--- src/rtl/charaan_adc_ctrl_if.sv ---
// Handshake and front-end signal bundle for the flash ADC conversion sequencer.
// The master side (front-end stimulus plus result consumer) drives requests and thermo; the slave side is the sequencer.
interface charaan_adc_ctrl_if;
    logic       start;
    logic       cont;
    logic [7:0] thermo;
    logic       sh_track;
    logic       comp_latch;
    logic       busy;
    logic [2:0] out_data;
    logic       out_valid;
    logic       out_ready;
    logic       bubble_err;
    logic       zero_err;

    modport master (
        output start, cont, thermo, out_ready,
        input  sh_track, comp_latch, busy, out_data, out_valid, bubble_err, zero_err
    );

    modport slave (
        input  start, cont, thermo, out_ready,
        output sh_track, comp_latch, busy, out_data, out_valid, bubble_err, zero_err
    );
endinterface

--- src/rtl/charaan_adc_ctrl.sv ---
// Conversion sequencer for the 3-bit flash ADC: strobes S/H and comparator latch,
// encodes the thermometer word, averages 2^AVG_LOG2 codes and hands the result out on valid/ready.
module charaan_adc_ctrl #(
    parameter int SAMPLE_CYC = 2,
    parameter int SETTLE_CYC = 1,
    parameter int AVG_LOG2   = 0
) (
    input logic              clk,
    input logic              rst,
    charaan_adc_ctrl_if.slave bus
);
    localparam int         AW    = 3 + AVG_LOG2;
    localparam logic [3:0] NCONV = 4'(1 << AVG_LOG2);

    localparam logic [2:0] IDLE   = 3'd0;
    localparam logic [2:0] SAMPLE = 3'd1;
    localparam logic [2:0] SETTLE = 3'd2;
    localparam logic [2:0] LATCH  = 3'd3;
    localparam logic [2:0] ENCODE = 3'd4;
    localparam logic [2:0] DONE   = 3'd5;

    logic [2:0]    state;
    logic [3:0]    cnt;
    logic [3:0]    scnt;
    logic [AW-1:0] acc;
    logic [7:0]    word;
    logic [2:0]    data_q;
    logic          bub_q;
    logic          zero_q;

    logic [2:0]    code;
    logic          bub_w;
    logic          zero_w;
    logic [AW-1:0] acc_nxt;
    logic          go;

    // Highest set bit wins, so a bubbled word still yields a usable code.
    always_comb begin
        code = 3'd0;
        for (int k = 0; k < 8; k++) begin
            if (word[k]) code = 3'(k);
        end
        zero_w  = (word == 8'h00);
        bub_w   = !zero_w && (word != (8'hFF >> (3'd7 - code)));
        acc_nxt = acc + AW'(code);
    end

    // A new window opens from IDLE, or straight out of DONE on the handshake cycle.
    assign go = (bus.start || bus.cont) &&
                ((state == IDLE) || ((state == DONE) && bus.out_ready));

    always_ff @(posedge clk or posedge rst) begin
        if (rst) begin
            state  <= IDLE;
            cnt    <= '0;
            scnt   <= '0;
            acc    <= '0;
            word   <= '0;
            data_q <= '0;
            bub_q  <= 1'b0;
            zero_q <= 1'b0;
        end else if (go) begin
            state  <= SAMPLE;
            cnt    <= 4'(SAMPLE_CYC - 1);
            scnt   <= '0;
            acc    <= '0;
            bub_q  <= 1'b0;
            zero_q <= 1'b0;
        end else begin
            case (state)
                SAMPLE: begin
                    if (cnt == 4'd0) begin
                        state <= SETTLE;
                        cnt   <= 4'(SETTLE_CYC - 1);
                    end else begin
                        cnt <= cnt - 4'd1;
                    end
                end
                SETTLE: begin
                    if (cnt == 4'd0) state <= LATCH;
                    else             cnt   <= cnt - 4'd1;
                end
                LATCH: begin
                    word  <= bus.thermo;
                    state <= ENCODE;
                end
                ENCODE: begin
                    acc    <= acc_nxt;
                    scnt   <= scnt + 4'd1;
                    bub_q  <= bub_q | bub_w;
                    zero_q <= zero_q | zero_w;
                    if (scnt + 4'd1 == NCONV) begin
                        state  <= DONE;
                        data_q <= 3'(acc_nxt >> AVG_LOG2);
                    end else begin
                        state <= SAMPLE;
                        cnt   <= 4'(SAMPLE_CYC - 1);
                    end
                end
                DONE: begin
                    if (bus.out_ready) state <= IDLE;
                end
                IDLE:    state <= IDLE;
                default: state <= IDLE;
            endcase
        end
    end

    // S/H tracks whenever no held sample is needed, including while idle.
    assign bus.sh_track   = (state == IDLE) || (state == SAMPLE);
    assign bus.comp_latch = (state == LATCH);
    assign bus.busy       = (state != IDLE);
    assign bus.out_valid  = (state == DONE);
    assign bus.out_data   = data_q;
    assign bus.bubble_err = bub_q;
    assign bus.zero_err   = zero_q;
endmodule

--- src/flat_wrapper.sv ---
// flat-port wrapper written by rule: the top's interface ports become plain ports
module charaan_adc_ctrl_flat 
#(
    parameter int SAMPLE_CYC = 2,
    parameter int SETTLE_CYC = 1,
    parameter int AVG_LOG2   = 0
)
  (clk, rst, bus_start, bus_cont, bus_thermo, bus_out_ready, bus_sh_track, bus_comp_latch, bus_busy, bus_out_data, bus_out_valid, bus_bubble_err, bus_zero_err);
  charaan_adc_ctrl_if bus_i ();
  input logic clk;
  input logic rst;
  input wire logic [$bits(bus_i.start)-1:0] bus_start;
  input wire logic [$bits(bus_i.cont)-1:0] bus_cont;
  input wire logic [$bits(bus_i.thermo)-1:0] bus_thermo;
  input wire logic [$bits(bus_i.out_ready)-1:0] bus_out_ready;
  output wire logic [$bits(bus_i.sh_track)-1:0] bus_sh_track;
  output wire logic [$bits(bus_i.comp_latch)-1:0] bus_comp_latch;
  output wire logic [$bits(bus_i.busy)-1:0] bus_busy;
  output wire logic [$bits(bus_i.out_data)-1:0] bus_out_data;
  output wire logic [$bits(bus_i.out_valid)-1:0] bus_out_valid;
  output wire logic [$bits(bus_i.bubble_err)-1:0] bus_bubble_err;
  output wire logic [$bits(bus_i.zero_err)-1:0] bus_zero_err;
  assign bus_i.start = bus_start;
  assign bus_i.cont = bus_cont;
  assign bus_i.thermo = bus_thermo;
  assign bus_i.out_ready = bus_out_ready;
  assign bus_sh_track = bus_i.sh_track;
  assign bus_comp_latch = bus_i.comp_latch;
  assign bus_busy = bus_i.busy;
  assign bus_out_data = bus_i.out_data;
  assign bus_out_valid = bus_i.out_valid;
  assign bus_bubble_err = bus_i.bubble_err;
  assign bus_zero_err = bus_i.zero_err;
  charaan_adc_ctrl #(.SAMPLE_CYC(SAMPLE_CYC), .SETTLE_CYC(SETTLE_CYC), .AVG_LOG2(AVG_LOG2)) u_core (.clk(clk), .rst(rst), .bus(bus_i));
endmodule
--- config.mk ---
export PLATFORM = sky130hd
export DESIGN_NAME = charaan_adc_ctrl_flat
export DESIGN_NICKNAME = d
export VERILOG_FILES = /design/src/rtl/charaan_adc_ctrl_if.sv /design/src/rtl/charaan_adc_ctrl.sv /design/src/flat_wrapper.sv
export SDC_FILE = /design/constraint.sdc
export NUM_CORES = 1
export LEC_CHECK = 0
export BUFFER_PORTS_ARGS = -buffer_cell sky130_fd_sc_hd__buf_4
export CORE_UTILIZATION = 25
export CTS_CLUSTER_DIAMETER = 40
export CTS_CLUSTER_SIZE = 8
export DETAILED_ROUTE_END_ITERATION = 12
export GPL_TIMING_DRIVEN = 0
export PLACE_DENSITY = 0.41
export REMOVE_ABC_BUFFERS = 1
export SYNTH_ARGS = -nofsm -noshare
export SYNTH_HDL_FRONTEND = slang
export SYNTH_SLANG_ARGS = --single-unit
--- constraint.sdc ---
create_clock -name clk -period 2.1 [get_ports clk]
set_input_delay 0 -clock clk [delete_from_list [all_inputs] [get_ports clk]]
set_output_delay 0 -clock clk [all_outputs]
set_load 0.05 [all_outputs]
==> results of run 1 <==
==> what timing repair did <==
action,CTS,global route
pin swaps,0,6
setup endpoints to repair,6,8
gates resized for setup,4,7
gates cloned,0,0
hold buffers,8,0
hold endpoints to repair,8,0
setup buffers,1,4
==> per-layer routing <==
metal	track usage (%)	vias up	share of wire, %
li1	-	629	-
met1	13.9	616	47
met2	20.5	15	50
met3	1.67	2	3.0
met4	3.16	0	0.64
met5	0	-	0
==> worst max-delay path, stage by stage (launching register included) <==
cell and delay (ns):
dfrtp_1 0.41, inv_2 0.08, a21oi_2 0.05, nor2_1 0.10
nor2_1 0.05, o21bai_1 0.15, ha_2 0.19, inv_2 0.04
fa_2 0.35, xnor2_2 0.16, xnor2_1 0.13, mux2_4 0.27
==> final timing paths <==
path                                                           end  slack, ns
worst min register to register     u_core.bus.zero_err$_DFFE_PP0P_       0.53
worst max register to register  u_core.bus.out_data[2]$_DFFE_PP0P_       0.03
worst min-delay path                    u_core.scnt[1]$_DFFE_PP0P_      -0.01
worst max-delay path            u_core.bus.out_data[2]$_DFFE_PP0P_       0.03
max in group asynchronous               u_core.word[2]$_DFFE_PP0P_       1.47
min in group clk                       u_core.state[2]$_DFFE_PP0P_       0.05
==> power by group <==
part,switching [mW],internal (mW),total [mW]
clock,0.167,0.133,0.300
combinational,0.779,0.658,1.44
sequential,0.274,0.714,0.988
==> cells in the mapped netlist (2+ instances only) <==
master	count	share of area [%]
nand2b_1	4	1.6
o21bai_1	2	0.95
nand4_1	2	0.79
nand3_1	2	0.63
nand2_1	10	2.4
ha_1	5	3.9
nor2_1	25	5.9
buf_4	3	1.4
a32o_1	2	1.3
nor4_1	2	0.79
o21ai_0	6	1.9
xnor2_1	5	2.8
or3_1	3	1.2
mux2_2	8	5.7
buf_2	3	0.95
mux2i_1	4	2.5
a211oi_1	3	1.4
inv_1	12	2.8
xor2_1	2	1.1
a21oi_1	11	3.5
dfrtp_1	27	43
a31oi_1	2	0.79
==> cell type report <==
type                       instances  area share, %
tap                               75           4.68
multi-input combinational        118           43.1
clock buffer                       3           2.06
timing repair buffer              34           13.7
sequential                        27           33.7
inverter                          13           2.43
clock inverter                     1          0.250
==> flip-flops by register name, summed over array words and instances, names as in the netlist <==
name / flops
u_core.acc: 3
u_core.bus.bubble_err: 1
u_core.bus.out_data: 3
u_core.bus.zero_err: 1
u_core.cnt: 4
u_core.scnt: 4
u_core.state: 3
u_core.word: 8
==> kinds of logic (layout without fill, tap and decap cells) <==
kind of cell | Yosys count | after routing | synth area share, %
xor+xnor | 7 | 7 | 3.86
buf+inv | 19 | 51 | 5.44
fa+ha+maj | 6 | 6 | 5.21
simple gates | 59 | 59 | 20.0
compound gates | 34 | 34 | 14.7
flops | 27 | 27 | 42.6
mux | 12 | 12 | 8.20
==> stage by stage <==
stage,hold slack [ns],power (mW),util [%],cells
4_1_cts,0.0508,2.69,32.5,267
5_1_grt,0.0786,2.95,33.3,271
2_1_floorplan,0.0527,1.96,-,158
3_3_place_gp,0.207,2.29,29.9,254
3_5_place_dp,0.210,2.32,29.9,254
6_report,-0.0107,2.73,33.3,271
==> reports/qor.txt, run 1 <==
WL final: 3.41 mm
Residual DRC: 0
Clock Latency Late Sink: 0.27 ns
Register Area: 676 µm²
Worst-path fanout max: 3
Clock Sinks: 27
Multi-input logic area: 865 µm²
Layout area overhead: 26.3%
DR pass1 iterations: 4
Worst Path Class, Setup: flip-flop to flip-flop
Layout cell share with drive strength beyond 1: 28.1%
Hold slack: -0.0107 ns
Crit share post-route: 98.7%
Area of placed instances: 1800 µm²
Clock buffer depth: 2
Mapped Cells: 164
Worst Skew: 0.00186 ns
Antenna Violating Nets Remaining: 0
Io pins: 22
CP Capture Type: flip-flop
CTS buffer count: 3
Largest net degree at the start of global routing: 28
Minimum clock period: 2.07 ns
Worst Path Arrival: 2.24 ns
GRT overflow: 0
Vias/cell: 4.66
Std cell rows: 28
Max-slew violations: 0
Power Dens Cells: 1360 nW/µm²
Mapped Area: 1590 µm²
1st-iter DRT viols: 35
Yosys reg bits: 27
Status: finished, violations left
Die height: 81.7 µm
Highest clock rate: 0.483 GHz
Ys async rst share: 100%
Peak supply drop: 0.000591 V
Most frequent cells in the layout: 27 x dfrtp_1, 26 x buf_4, 24 x nor2_1, 10 x nand2_1, 10 x inv_1
Synthesis Warnings: 0
CORE AREA: 6030 µm²
Die width: 81.7 µm
H-tree depth: 1
Filler cells: 656
Initial Util: 26.3%
Average size of a mapped cell: 9.67 µm²
Failing checks: hold timing
Reg2reg path depth: 11
RSZ-0062 raised after global routing: true
Seq/Total Area, Yosys: 42.6%
Slew @ Worst Pin: 1.07 ns
Die area: 6670 µm²
CP Data Required Time: 2.26 ns
Yosys cell types: 43
Initial antenna violation count: 0
RD Place Congestion: 0.725
Via count: 1262
Rel. slew slack: 28.5%
Post-synth EDFFs: 0
Startpoint Class: flip-flop
GRT Overall Usage: 11.3%
CTS tree: built
Vias in the first global route: 1307
Setup WS pre-CTS: -0.424 ns
Root buf cell: clkbuf_8
Count of input and output buffers: 21
Commonest non-fill, non-tap cell in the layout: dfrtp_1
Setup violators final: 0
Worst Setup SP: u_core.word[2]$_DFFE_PP0P_
Diodes inserted: 0
First-pass GRT wire length: 5.85 mm
Prevailing post-synth register cell: dfrtp_1
Setup slack after layout: 0.0275 ns
Final instance area: 2000 µm²
Post-DP HPWL: 2.41 mm
MaxCap Viol Count: 0
Routed len/inst: 12.6 µm
Hold Crit Class: input pin to asynchronous set/reset pin
Clock transition at the registers of the reported paths: 0.10 ns
NumNets Final: 216
Crit Reg-Reg Startpoint: u_core.word[2]$_DFFE_PP0P_
Setup TNS: 0 ns
Leakage: 0.884 nW
Fin. Hold Viols: 27
(Power assumes the default switching activity.)
==> inputs of run 2 (changes only) <==
PLACE_DENSITY = 0.46   (was 0.41)
TNS_END_PERCENT = 1   (was unset)
==> reports/qor.txt, run 2 (same netlist as run 1, synthesis figures left out) <==
Status: finished, violations left
Failing checks: hold timing
CTS tree: built
Most frequent cells in the layout: 26 x dfrtp_1, 24 x nor2_1, 24 x buf_4, 11 x inv_1
Via count: 1240
CP Capture Type: flip-flop
Die width: 81.7 µm
Worst Path Arrival: 2.19 ns
WL final: 3.32 mm
Antenna Violating Nets Remaining: 0
Residual DRC: 0
Peak supply drop: 0.000553 V
RD Place Congestion: 0.726
Largest register FFs: 8
Vias in the first global route: 1195
Rel. slew slack: 30.8%
RSZ-0062 raised after global routing: true
CORE AREA: 6030 µm²
Worst-path fanout max: 3
Hold Crit Class: input pin to asynchronous set/reset pin
Die height: 81.7 µm
Initial antenna violation count: 0
Leakage: 0.872 nW
Slowest stage cell, crit path: dfrtp_1
Die area: 6670 µm²
DR pass1 iterations: 4
Root buf cell: clkbuf_8
Diodes inserted: 0
Top Registers: u_core.word (8), u_core.cnt (4), u_core.scnt (4)
Clock Sinks: 27
Std cell rows: 28
NumNets Final: 214
Register Area: 677 µm²
Pwr Total: 2.68 mW
Multi-input logic area: 860 µm²
Layout Cells excl Fill: 269
Highest clock rate: 0.492 GHz
1st-iter DRT viols: 38
CTS buffer count: 3
CP Data Required Time: 2.26 ns
Startpoint Class: flip-flop
H-tree depth: 1
CP top delay family: adder cells
Initial Util: 26.3%
First-pass GRT wire length: 5.77 mm
MaxCap Viol Count: 0
Max-slew violations: 0
Io pins: 22
Biggest register: u_core.word
Post-DP HPWL: 2.36 mm
Clock Latency Late Sink: 0.27 ns
Layout area overhead: 25.2%
Crit-path cells: inv_2, a21oi_1, nor2_1, nor2_1, o21bai_1, ha_1, inv_1, fa_2, xnor2_2, xnor2_1, mux2_2
CP most frequent cell: nor2_1
Worst Path Class, Setup: flip-flop to flip-flop
Count of input and output buffers: 21
Setup TNS: 0 ns
GRT Overall Usage: 11.3%
Routed len/inst: 12.3 µm
CP peak stage delay: 0.40 ns
Hold slack: -0.0246 ns
Clock buffer depth: 2
Layout cell share with drive strength beyond 1: 26.8%
Post-placement cell count: 254
Power Dens Cells: 1350 nW/µm²
Minimum clock period: 2.03 ns
Fin. Hold Viols: 27
Clock transition at the registers of the reported paths: 0.09 ns
Worst Skew: 0.00756 ns
Final core utilization: 33.0%
Crit share post-route: 96.7%
Setup violators final: 0
Vias/cell: 4.61
GRT overflow: 0
Largest net degree at the start of global routing: 28
Filler cells: 662
CP bufs+invs: 2
Commonest non-fill, non-tap cell in the layout: dfrtp_1
Slew @ Worst Pin: 1.04 ns
-- run 2: per-layer routing --
metal / part of all wire (%) / vias up / track usage [%] / wire, µm
li1: - / 629 / - / -
met1: 51 / 595 / 16.0 / 1680
met2: 47 / 14 / 17.8 / 1550
met3: 1.9 / 2 / 1.67 / 63
met4: 0.51 / 0 / 3.16 / 17
met5: 0 / - / 0 / 0
-- run 2: final timing paths --
check / start / end / slack (ns) / cells past startpoint
worst max register to register: u_core.word[2]$_DFFE_PP0P_ / u_core.bus.out_data[2]$_DFFE_PP0P_ / 0.07 / 11
worst min-delay path: rst / u_core.cnt[3]$_DFFE_PP0P_ / -0.02 / 2
min in group clk: bus_out_ready / u_core.state[2]$_DFFE_PP0P_ / 0.06 / 4
worst min register to register: u_core.bus.out_data[0]$_DFFE_PP0P_ / u_core.bus.out_data[0]$_DFFE_PP0P_ / 0.52 / 1
max in group asynchronous: rst / u_core.state[0]$_DFFE_PP0P_ / 1.43 / 2
worst max-delay path: u_core.word[2]$_DFFE_PP0P_ / u_core.bus.out_data[2]$_DFFE_PP0P_ / 0.07 / 11
-- run 2: what timing repair did --
item                                    in CTS  in global routing
buffers inserted                             0                  3
resized for setup                            6                  3
endpoints found under the setup margin       5                  8
endpoints found under the hold margin        8                  0
pin swaps                                    1                  2
hold buffers                                 8                  0
-- run 2: cell type report --
| class | count | area share (%) |
|---|---|---|
| clock inverters | 1 | 0.252 |
| clock buffers | 3 | 2.08 |
| well taps | 75 | 4.73 |
| repair buffers | 32 | 13.1 |
| inverters | 13 | 2.46 |
| flip-flops and latches | 27 | 34.1 |
| multi-input cells | 118 | 43.3 |
-- run 2: where the power goes --
part	switching (mW)	internal, mW	total (mW)	leakage (nW)
logic	0.775	0.628	1.40	0.505
registers	0.268	0.717	0.984	0.341
clock network	0.159	0.133	0.292	0.0255
-- run 2: stage by stage --
step	area (µm²)	hold slack [ns]	setup WS [ns]
after floorplan	1550	0.0527	-0.0760
after detailed placement	1800	0.209	-0.402
final	1990	-0.0246	0.0691
after CTS	1950	0.0426	0.00433
after global placement	1800	0.206	-0.415
after global routing	1990	0.0770	-0.0492
